==> src/rtl/i2c_eeprom_seq_pkg.sv <==
// Shared types for the I2C EEPROM transaction sequencer: FSM states, response
// codes and the byte-controller command word.
package i2c_eeprom_seq_pkg;

  typedef enum logic [3:0] {
    IDLE,
    DEV_W,
    POLL_STOP,
    ADDR_HI,
    ADDR_LO,
    WR_DATA,
    DEV_R,
    RD_DATA,
    ERR_STOP,
    RESP
  } state_e;

  typedef enum logic [1:0] {
    ERR_OK   = 2'b00,
    ERR_NACK = 2'b01,
    ERR_AL   = 2'b10,
    ERR_TMO  = 2'b11
  } rsp_err_t;

  typedef struct packed {
    logic       start;
    logic       stop;
    logic       write;
    logic       read;
    logic       ack;
    logic [7:0] txd;
  } bc_cmd_t;

  // Byte-controller command issued on entry to each bus-phase state.
  function automatic bc_cmd_t cmd_for_state(input state_e     st,
                                            input logic [6:0] dev,
                                            input logic [15:0] addr,
                                            input logic [7:0] wdata);
    bc_cmd_t c;
    c = '0;
    unique case (st)
      DEV_W:     begin c.start = 1'b1; c.write = 1'b1; c.txd = {dev, 1'b0}; end
      ADDR_HI:   begin c.write = 1'b1; c.txd = addr[15:8]; end
      ADDR_LO:   begin c.write = 1'b1; c.txd = addr[7:0]; end
      WR_DATA:   begin c.write = 1'b1; c.stop = 1'b1; c.txd = wdata; end
      DEV_R:     begin c.start = 1'b1; c.write = 1'b1; c.txd = {dev, 1'b1}; end
      RD_DATA:   begin c.read = 1'b1; c.ack = 1'b1; c.stop = 1'b1; end
      POLL_STOP,
      ERR_STOP:  c.stop = 1'b1;
      default:   c = '0;
    endcase
    return c;
  endfunction

endpackage

==> src/rtl/i2c_eeprom_seq.sv <==
// Single-byte read/write sequencer for a 16-bit-addressed I2C EEPROM, driving
// an I2C byte controller one command at a time with retry, AL and timeout handling.
module i2c_eeprom_seq
  import i2c_eeprom_seq_pkg::*;
#(
  parameter logic [6:0]  DEV_ADDR       = 7'h2A,
  parameter int unsigned MAX_RETRY      = 8,
  parameter int unsigned TIMEOUT_CYCLES = 65535
) (
  input  logic        clk,
  input  logic        rst_n,
  input  logic        req_valid_i,
  output logic        req_ready_o,
  input  logic        req_we_i,
  input  logic [15:0] req_addr_i,
  input  logic [7:0]  req_wdata_i,
  output logic        rsp_valid_o,
  output logic [7:0]  rsp_rdata_o,
  output logic [1:0]  rsp_err_o,
  output logic        bc_start_o,
  output logic        bc_stop_o,
  output logic        bc_write_o,
  output logic        bc_read_o,
  output logic        bc_ack_o,
  output logic [7:0]  bc_txd_o,
  input  logic        bc_done_i,
  input  logic        bc_rxack_i,
  input  logic [7:0]  bc_rxd_i,
  input  logic        bc_al_i
);

  localparam int RW = (MAX_RETRY > 0) ? $clog2(MAX_RETRY + 1) : 1;
  localparam int TW = (TIMEOUT_CYCLES > 1) ? $clog2(TIMEOUT_CYCLES + 1) : 1;

  state_e         state_q, state_d;
  logic           we_q, we_d;
  logic [15:0]    addr_q, addr_d;
  logic [7:0]     wdata_q, wdata_d;
  logic [7:0]     rdata_q, rdata_d;
  rsp_err_t       err_q, err_d;
  logic [RW-1:0]  retry_q, retry_d;
  logic [TW-1:0]  tmo_q, tmo_d;
  bc_cmd_t        cmd_q, cmd_d;
  logic           issued_q, issued_d;
  logic           tmo_hit;

  assign tmo_hit = (TIMEOUT_CYCLES != 0) && issued_q && (tmo_q == TW'(TIMEOUT_CYCLES - 1));

  always_comb begin
    // NOTE: every signal assigned here gets a default first, so no path can infer a latch.
    state_d  = state_q;
    we_d     = we_q;
    addr_d   = addr_q;
    wdata_d  = wdata_q;
    rdata_d  = rdata_q;
    err_d    = err_q;
    retry_d  = retry_q;
    tmo_d    = tmo_q;
    cmd_d    = cmd_q;
    issued_d = issued_q;

    unique case (state_q)
      IDLE: begin
        if (req_valid_i) begin
          we_d    = req_we_i;
          addr_d  = req_addr_i;
          wdata_d = req_wdata_i;
          rdata_d = '0;
          err_d   = ERR_OK;
          retry_d = '0;
          state_d = DEV_W;
        end
      end

      RESP: state_d = IDLE;

      default: begin
        if (bc_al_i) begin
          // Bus is no longer ours: abandon without a STOP.
          cmd_d    = '0;
          issued_d = 1'b0;
          err_d    = ERR_AL;
          state_d  = RESP;
        end else if (!issued_q) begin
          cmd_d    = cmd_for_state(state_q, DEV_ADDR, addr_q, wdata_q);
          issued_d = 1'b1;
          tmo_d    = '0;
        end else if (bc_done_i) begin
          cmd_d    = '0;
          issued_d = 1'b0;
          unique case (state_q)
            DEV_W: begin
              if (!bc_rxack_i) begin
                state_d = ADDR_HI;
              end else if (32'(retry_q) < MAX_RETRY) begin
                retry_d = retry_q + RW'(1);
                state_d = POLL_STOP;
              end else begin
                err_d   = ERR_NACK;
                state_d = ERR_STOP;
              end
            end
            POLL_STOP: state_d = DEV_W;
            ADDR_HI: begin
              if (bc_rxack_i) begin err_d = ERR_NACK; state_d = ERR_STOP; end
              else            state_d = ADDR_LO;
            end
            ADDR_LO: begin
              if (bc_rxack_i) begin err_d = ERR_NACK; state_d = ERR_STOP; end
              else            state_d = we_q ? WR_DATA : DEV_R;
            end
            WR_DATA: begin
              // STOP already went out with the data byte.
              err_d   = bc_rxack_i ? ERR_NACK : ERR_OK;
              state_d = RESP;
            end
            DEV_R: begin
              if (bc_rxack_i) begin err_d = ERR_NACK; state_d = ERR_STOP; end
              else            state_d = RD_DATA;
            end
            RD_DATA: begin
              rdata_d = bc_rxd_i;
              state_d = RESP;
            end
            ERR_STOP: state_d = RESP;
            default:  state_d = IDLE;
          endcase
        end else if (tmo_hit) begin
          cmd_d    = '0;
          issued_d = 1'b0;
          err_d    = ERR_TMO;
          state_d  = RESP;
        end else if (TIMEOUT_CYCLES != 0) begin
          tmo_d = tmo_q + TW'(1);
        end
      end
    endcase
  end

  // NOTE: state registers use non-blocking assignments so all flops update together at the edge.
  always_ff @(posedge clk or negedge rst_n) begin
    if (!rst_n) begin
      state_q  <= IDLE;
      we_q     <= 1'b0;
      addr_q   <= '0;
      wdata_q  <= '0;
      rdata_q  <= '0;
      err_q    <= ERR_OK;
      retry_q  <= '0;
      tmo_q    <= '0;
      cmd_q    <= '0;
      issued_q <= 1'b0;
    end else begin
      state_q  <= state_d;
      we_q     <= we_d;
      addr_q   <= addr_d;
      wdata_q  <= wdata_d;
      rdata_q  <= rdata_d;
      err_q    <= err_d;
      retry_q  <= retry_d;
      tmo_q    <= tmo_d;
      cmd_q    <= cmd_d;
      issued_q <= issued_d;
    end
  end

  assign req_ready_o = (state_q == IDLE);
  assign rsp_valid_o = (state_q == RESP);
  assign rsp_rdata_o = rsp_valid_o ? rdata_q : 8'h00;
  assign rsp_err_o   = rsp_valid_o ? err_q : ERR_OK;

  assign bc_start_o  = cmd_q.start;
  assign bc_stop_o   = cmd_q.stop;
  assign bc_write_o  = cmd_q.write;
  assign bc_read_o   = cmd_q.read;
  assign bc_ack_o    = cmd_q.ack;
  assign bc_txd_o    = cmd_q.txd;

endmodule

==> config.mk <==
export PLATFORM = sky130hd
export DESIGN_NAME = i2c_eeprom_seq
export DESIGN_NICKNAME = d
export VERILOG_FILES = /design/src/rtl/i2c_eeprom_seq_pkg.sv /design/src/rtl/i2c_eeprom_seq.sv
export SDC_FILE = /design/constraint.sdc
export NUM_CORES = 1
export LEC_CHECK = 0
export CORE_ASPECT_RATIO = 0.6
export CORE_MARGIN = 2
export CORE_UTILIZATION = 25
export DETAILED_ROUTE_END_ITERATION = 8
export PLACE_DENSITY = 0.54
export SETUP_SLACK_MARGIN = 0.3
export SYNTH_ARGS = -nofsm -noshare
export SYNTH_HDL_FRONTEND = slang
export SYNTH_SLANG_ARGS = --single-unit
==> constraint.sdc <==
create_clock -name clk -period 2.1 [get_ports clk]
set_input_delay 0.42 -clock clk [delete_from_list [all_inputs] [get_ports clk]]
set_output_delay 0.42 -clock clk [all_outputs]
set_load 0.01 [all_outputs]
# Word level (Yosys, flattened, before mapping)
# Cells that the tools add are included.
# totals
latch_bits	0
rom_bits	0
ramBits	0
inputBits	39
regBits	73
memories	0
# op_classes
n_div	0
n_bitwise	3
multipliers	0
n_reduce_logical	25
order_cmp	1
n_eq_ne	19
mux	56
add_sub_neg	2
shifts	0
# op_table
cell	count
2-to-1 mux 4 bit	17
2-to-1 mux 13 bit	4
2-to-1 mux 16 bit	3
2-to-1 mux 8 bit	6
one-hot mux 8 bit (5 select lines)	1
one-hot mux 4 bit (6 select lines)	1
2-to-1 mux 2 bit	11
adder 16 x 1 -> 16 bit (second input constant)	1
== test 16 bit (second input constant)	1
== test 4 x 3 -> 1 bit (second input constant)	4
one-hot mux 4 bit (2 select lines)	2
one-hot mux 8 bit (2 select lines)	1
AND reduction 8 bit	2
nonzero test 2 bit	6
!= test 5 bit (second input constant)	2
== test 4 x 2 -> 1 bit (second input constant)	2
== test 4 bit (second input constant)	2
2-to-1 mux 1 bit	8
!= test 2 bit (second input constant)	4
nonzero test 4 bit	2
!= test 6 x 3 -> 1 bit (second input constant)	1
one-hot mux 2 bit (3 select lines)	1
AND reduction 6 bit	1
OR reduction 3 bit	2
17 further kinds	21

# Logic depth before layout (Yosys ltp)
# Gate-level depths: netlist (run 1).
# logic_depth
ltp_word	8
depth_mapped	8
ltp_nobuf	7

# Worst setup path before layout (run 1)
# No wires, ideal clock.
# synth_path
path_kind	register to output
startpoint	reg state_q[2]
endpoint	out rsp_err_o[0]
slack_ps	173
path_buffers	3
arrival_ps	1507
path_stages_with_launch	6
path_cell_list	dfrtp_1 buf_4 clkbuf_1 nor3_1 clkbuf_1 and2_1
# synth_between
elab_chain_len	2
# synth_lines
element	line	rtl
start: declaration	i2c_eeprom_seq.sv:35	state_e state_q, state_d;
start signal: assignment	i2c_eeprom_seq.sv:154	state_q <= state_d;
== test 4 bit	i2c_eeprom_seq.sv:168	assign rsp_valid_o = (state_q == RESP);
net rsp_valid_o	i2c_eeprom_seq.sv:17	output logic rsp_valid_o,
2-to-1 mux 2 bit	i2c_eeprom_seq.sv:170	assign rsp_err_o = rsp_valid_o ? err_q : ERR_OK;
end: declaration	i2c_eeprom_seq.sv:19	output logic [1:0] rsp_err_o,
# The timed path passes the listed nets, and every way through them passes these cells.

# Final worst setup path (run 1)
# layout_path
startpoint	reg state_q[0]
endpoint	reg tmo_q[12]
# layout_between
elab_chain_len	4
# layout_lines
element	line	rtl
== test 4 bit / zero test 4 bit (equally long branches)	i2c_eeprom_seq.sv:62	unique case (state_q)
OR reduction 2 bit (no source line) (*)	--	
inverter 1 bit (no source line) (*)	--	
AND reduction 4 bit (no source line) (*)	--	
end signal: assignment	i2c_eeprom_seq.sv:161	tmo_q <= tmo_d;
end: declaration	i2c_eeprom_seq.sv:42	logic [TW-1:0] tmo_q, tmo_d;
# Every way passes the cells marked *; elsewhere a longest branch is shown, timed or not.
# A chain may end at the register's enable or synchronous reset.

==> results.py, run 1 <==
metrics = {
    "cells_and_area": {
        "post-route-cell-area_um2": 6290,
        "drive_gt1_share_pct": 47.7,
        "n_antenna_cell": 0,
        "nFillCells": 1405,
        "syn_to_final_growth_pct": 63.7,
        "nNetsFinal": 536,
        "instances_no_fill": 702,
    },
    "grt": {
        "grt-ovfl-total": 0,
        "grt_pass1_wl_um": 18800,
        "grt.total_usage_pct": 15.0,
        "antenna_found_initial": 0,
        "grt_pass1_vias": 3490,
        "grt_max_degree": 30,
    },
    "critical_path": {
        "crit_path_cell_trace": "buf_6 -> xnor2_4 -> a221oi_4 -> o21ai_4 -> or4_4 -> a21oi_2",
        "critical-path-top-delay-family": "compound AO/OA/AOI/OAI gates",
        "worstPathArrival_ns": 2.24,
        "start_kind": "flop",
        "cp_max_fo": 6,
        "cp-end-kind": "flop",
        "critPathRequiredTime_ns": 2.37,
        "cpPeakStageDelay_ns": 0.54,
        "slowest_stage": "or4_4",
        "rrSetupSlack_ns": 0.13,
        "crit_type": "reg2reg",
        "crit_buf_inv": 1,
    },
    "routing": {
        "vias": 3490,
        "dr.pass1.iters": 4,
        "drc": 0,
        "postRouteAntennaNets": 0,
        "wl_um": 13000,
        "vias_per_cell": 4.97,
        "post_drt_wl_per_cell_um": 18.5,
        "drtIter0Drc": 210,
    },
    "clocking": {
        "cts_tree": "done",
        "htree_levels": 3,
        "hold_buffers": 0,
        "path_clk_slew_ns": 0.06,
        "clockRootBuffer": "clkbuf_16",
        "clock_latency_ns": 0.34,
        "clock_path_buffers": 2,
        "cts_inserted_buffers": 9,
        "cts_sinks": 72,
    },
    "synth": {
        "ys_ff_latch": 72,
        "syn-num-nets": 387,
        "synth_cell_types": 65,
        "synthCells": 345,
        "yosys_warnings": 0,
        "synth_flop_cell": "dfrtp_1",
        "synth_area_um2": 3840,
        "synth-edff-count": 0,
        "yosysSeqAreaShare_pct": 46.9,
        "synth_area_per_cell_um2": 11.1,
        "synthArstFlopShare_pct": 100,
    },
    "die": {
        "die_w_um": 164,
        "dieArea_um2": 16400,
        "rows": 35,
        "start_util_pct": 25.3,
        "pin_count": 64,
        "core_um2": 15200,
        "die_h_um": 100,
    },
    "timing": {
        "period_share_pct": 93.7,
        "tns_ns": 0,
        "fmaxAchievable_mhz": 508,
        "period_minus_slack_ns": 1.97,
        "setup_viol": 0,
        "final-hold-violation-count": 0,
        "slew_headroom_pct": 67.1,
        "fin_hold_ws_ns": 0.0303,
        "drv_slew": 0,
        "clock-skew-final_ns": 0.00482,
        "worstMarginPinSlew_ns": 0.493,
        "grt_setup_unrepaired": "true",
    },
    "place": {
        "place_area_um2": 5080,
        "dp.cells": 645,
        "io_buffers": 63,
        "hpwl_um": 7960,
        "gp_congestion": 0.856,
    },
    "power_and_ir_drop": {
        "power.density_nw_per_um2": 1260,
        "leakagePower_nw": 2.66,
        "ir_drop_mv": 0.464,
        "power_w": 0.00793,
    },
    "run_status": {
        "outcome": "complete, no violations",
    },
    "flow_run": {
        "max_cap_viol_count": 0,
    },
    "min_path": {
        "hold_path_class": "in2async",
    },
}
## cell families (layout without fill, tap and decap cells)
logic type	after synthesis	count (layout)	synth area share (%)
muxes	34	34	9.96
xor gates and xnor gates	12	12	2.93
adders and majority gates	3	3	0.976
DFF	72	72	46.9
AOI/OAI and AO/OA	87	89	18.4
and+or+nand+nor	110	110	17.2
buffers and inverters	27	179	3.64
## layout make-up
class                           count  area [um2]  share of cell area (%)
Clock inverter                      7         104                    1.65
Timing Repair Buffer              156        1530                    24.3
Clock buffer                        9         225                    3.58
Tap cell                          203         254                    4.04
Sequential cell                    72        1810                    28.8
Inverter                            7        26.3                   0.418
Multi-Input combinational cell    248        2340                    37.2
## flip-flops by register name, summed over array words and instances, names as in the netlist, 2 cells and up
name and cells:
addr_q 16, bc_txd_o 8, err_q 2, rdata_q 8, retry_q 4, state_q 4, tmo_q 16, wdata_q 8
## metrics by stage
| step | setup slack (ns) | utilization [%] |
|---|---|---|
| after floorplan | 0.293 | - |
| after detailed placement | -0.230 | 33.4 |
| after CTS | 0.0844 | 38.1 |
| final | 0.133 | 41.4 |
| after global placement | -0.185 | 33.4 |
| after global routing | 0.0854 | 41.4 |
## Yosys cell counts (all sizes together), types with 2 or more instances
cell type  count  area share, %
o2111ai        2           0.46
xor2           6            1.4
or4            6            1.3
o22ai          2           0.33
nand2b         6           0.98
o21ai         10            1.4
buf           13            2.3
nand3          8            1.4
nor2b          2           0.33
nand4          6            1.4
nor2          27            2.6
nor4           5            2.0
nand2         19            1.9
nor3           6            1.0
clkbuf         7           0.68
or3            3           0.49
o31ai          5           0.98
o2bb2ai        9            2.1
a2111oi        5            1.3
a31o           2           0.46
a221oi         5            1.6
inv            7           0.68
and3           3           0.52
or2            3           0.55
o211ai         6            1.3
a22oi          6            1.2
a21oi          8            1.0
and2          11            1.8
o41ai          3           0.88
dfrtp         72             47
mux2          34             10
ha             3           0.98
xnor2          6            1.6
nand3b         3           0.59
a22o          13            3.0
## worst paths after layout
kind	start	endpoint	cells after the start
setup / recovery	state_q[0]	tmo_q[12]	6
setup reg to reg	state_q[0]	tmo_q[12]	6
hold / removal	rst_n	addr_q[5]	1
min in group clk	err_q[0]	err_q[0]	1
max in group asynchronous	rst_n	tmo_q[1]	2
hold reg to reg	err_q[0]	err_q[0]	1
## per-layer routing
metal	global-route usage (%)	up-vias	share of wire, %
met5	0	-	0
met4	3.31	0	0.52
met3	5.45	8	7.4
met2	21.3	105	43
met1	21.6	1767	49
li1	-	1610	-
## cell usage in the layout (no fill, tap or decap), types with 4 or more instances in the layout
master	count
buf_2	4
nand3_1	6
clkdlybuf4s50_1	47
a21oi_1	4
nand4_1	5
clkbuf_16	10
inv_1	7
and2_1	4
dfrtp_1	65
a22o_1	13
a22oi_1	6
xor2_1	5
nand2b_1	5
nor4_4	4
nand2_1	14
xnor2_1	4
mux2_2	34
a2111oi_4	4
and2_4	7
buf_12	4
a221oi_1	4
dfrtp_2	7
nand2_2	4
buf_6	29
o211ai_1	5
nor2_1	23
buf_4	65
o2bb2ai_1	6
## power by group
part / switching (W) / total (W) / internal [W]
logic: 0.00201 / 0.00419 / 0.00218
registers: 0.000255 / 0.00204 / 0.00178
clock network: 0.000642 / 0.00170 / 0.00105
## what timing repair did
item,CTS,global route
buffers inserted,15,19
resized for setup,100,69
gates cloned,4,3
endpoints found under the setup margin,82,84
pin swaps,24,29
Power figures use the tool's default switching activity.
==> run 2: changes to the inputs <==
- SKIP_LAST_GASP: not set -> 1
==> results of run 2 <==
Same layout as run 1: the final DEF is identical, and so are final timing and power.
==> run 3: changes to the inputs <==
- SETUP_SLACK_MARGIN: 0.3 -> 0.1
==> results.py, run 3 (synthesis results as in run 1) <==
metrics = {
    "power_and_ir_drop": {
        "power_frac_seq_pct": 28.7,
        "power_frac_comb_pct": 47.7,
        "leakagePower_nw": 2.42,
        "swShare_pct": 34.6,
        "ir_drop_mv": 0.450,
        "internal_power_w": 0.00461,
        "power.density_nw_per_um2": 1230,
        "pwr-share-clk_pct": 23.6,
        "p_sw_w": 0.00244,
    },
    "cells_and_area": {
        "n_antenna_cell": 0,
        "syn_to_final_growth_pct": 48.8,
        "drive_gt1_share_pct": 37.9,
        "finalCoreUtilization_pct": 37.6,
        "nNetsFinal": 514,
        "reg_top3": "addr_q: 16 flops, tmo_q: 16 flops",
        "final_cell_mix": "dfrtp_1, buf_4, clkdlybuf4s50_1",
        "layout_commonest_cell": "dfrtp_1",
    },
    "critical_path": {
        "crit_path_cell_trace": "buf_6 -> nand2b_4 -> nor3_4 -> buf_6 -> buf_6 -> buf_6 -> and2_4 -> buf_6",
        "worstPathArrival_ns": 1.65,
        "slowest_stage": "dfrtp_2",
        "crit_type": "reg2out",
        "cpPeakStageDelay_ns": 0.42,
        "cp_max_fo": 4,
        "cp_common_cell": "buf_6",
        "crit_buf_inv": 5,
        "critPathRequiredTime_ns": 1.68,
        "critical-path-top-delay-family": "buffers and inverters",
        "start_kind": "flop",
        "cp-end-kind": "primary output",
    },
    "routing": {
        "post_drt_wl_per_cell_um": 16.5,
        "highest-signal-layer": "met4",
        "postRouteAntennaNets": 0,
        "route.met3.wl_um": 917,
        "dr.pass1.iters": 5,
        "met2_length_um": 4550,
        "drc": 0,
        "drtIter0Drc": 161,
        "wl_um": 11200,
        "wl_met1_um": 5680,
        "vias": 3312,
        "vias_per_cell": 4.87,
    },
    "timing": {
        "period_minus_slack_ns": 2.07,
        "final-hold-violation-count": 0,
        "grt_setup_unrepaired": "true",
        "slew_headroom_pct": 69.6,
        "drv_slew": 0,
        "worstMarginPinSlew_ns": 0.455,
        "fmaxAchievable_mhz": 483,
        "clock-skew-final_ns": 0.00766,
        "period_share_pct": 98.6,
        "fin_hold_ws_ns": 0.0951,
        "setup_viol": 0,
    },
    "grt": {
        "antenna_found_initial": 0,
        "grt_pass1_wl_um": 17800,
        "grt_max_degree": 73,
        "grt-ovfl-total": 0,
        "grt.total_usage_pct": 14.0,
        "grt_pass1_vias": 3264,
    },
    "clocking": {
        "clock_path_buffers": 2,
        "cts_tree": "done",
        "path_clk_slew_ns": 0.06,
        "cts_inserted_buffers": 9,
        "htree_levels": 3,
        "clock_latency_ns": 0.34,
        "clockRootBuffer": "clkbuf_16",
        "hold_buffers": 0,
        "cts_sinks": 72,
    },
    "die": {
        "die_w_um": 164,
        "pin_count": 64,
        "rows": 35,
        "core_um2": 15200,
        "dieArea_um2": 16400,
        "start_util_pct": 25.3,
        "die_h_um": 100,
    },
    "place": {
        "hpwl_um": 7720,
        "io_buffers": 63,
        "gp_congestion": 0.859,
    },
    "min_path": {
        "hold_path_class": "in2async",
    },
    "run_status": {
        "outcome": "complete, no violations",
    },
    "flow_run": {
        "max_cap_viol_count": 0,
    },
}
==> run 3: final timing paths <==
| check | start | endpoint | slack [ns] | cells after the start |
|---|---|---|---|---|
| worst min register to register | rdata_q[5] | rdata_q[5] | 0.49 | 1 |
| worst min-delay path | rst_n | addr_q[1] | 0.1 | 2 |
| max in group asynchronous | rst_n | state_q[0] | 1.65 | 2 |
| worst max register to register | tmo_q[5] | tmo_q[8] | 0.08 | 6 |
| worst max-delay path | state_q[0] | rsp_rdata_o[2] | 0.03 | 8 |
| min in group clk | rdata_q[5] | rdata_q[5] | 0.49 | 1 |
==> run 3: final cells by class <==
| class | instances | area, um2 |
|---|---|---|
| well taps | 203 | 254 |
| clock buffers | 9 | 225 |
| repair buffers | 135 | 1280 |
| multi-input cells | 247 | 2040 |
| flip-flops and latches | 72 | 1800 |
| clock inverters | 7 | 95.1 |
| fillers | 1465 | 9480 |
| inverters | 7 | 26.3 |
==> run 3: power groups by stage <==
stage          clock, W  sequential [W]  combinational (W)
6_report        0.00166         0.00202            0.00336
5_1_grt         0.00177         0.00207            0.00366
4_1_cts         0.00172         0.00202            0.00303
3_5_place_dp          0         0.00203            0.00279
3_3_place_gp          0         0.00202            0.00274
2_1_floorplan         0         0.00198            0.00171
==> run 3: per-layer routing <==
layer  global-route usage [%]  vias to the layer above
li1                         -                     1568
met1                     21.0                     1638
met2                     18.8                       98
met3                     5.45                        8
met4                     3.04                        0
met5                        0                        -
==> run 3: per-stage QoR <==
step	area [um2]	total power [W]	setup WS [ns]	std cells	TNS (ns)
6_report	5720	0.00705	0.0298	680	0
3_5_place_dp	5040	0.00483	-0.216	641	-5.33
5_1_grt	5720	0.00750	-0.0306	680	-0.124
2_1_floorplan	3840	0.00370	0.173	345	0
4_1_cts	5460	0.00677	0.0188	667	0
3_3_place_gp	5040	0.00477	-0.152	641	-3.23
==> run 3: what timing repair did <==
| item | CTS | global route |
|---|---|---|
| endpoints found under the setup margin | 20 | 71 |
| gates cloned | 2 | 2 |
| buffers inserted | 8 | 11 |
| pin swaps | 5 | 6 |
| gates resized for setup | 66 | 30 |
==> run 3: worst reg2reg max path: cells and delay by family, from the launching register on <==
family | cells | cell delay [ns]
compound gates | 1 | 0.55
simple gates | 3 | 0.54
flops | 1 | 0.46
buf+inv | 1 | 0.17
xor+xnor | 1 | 0.17
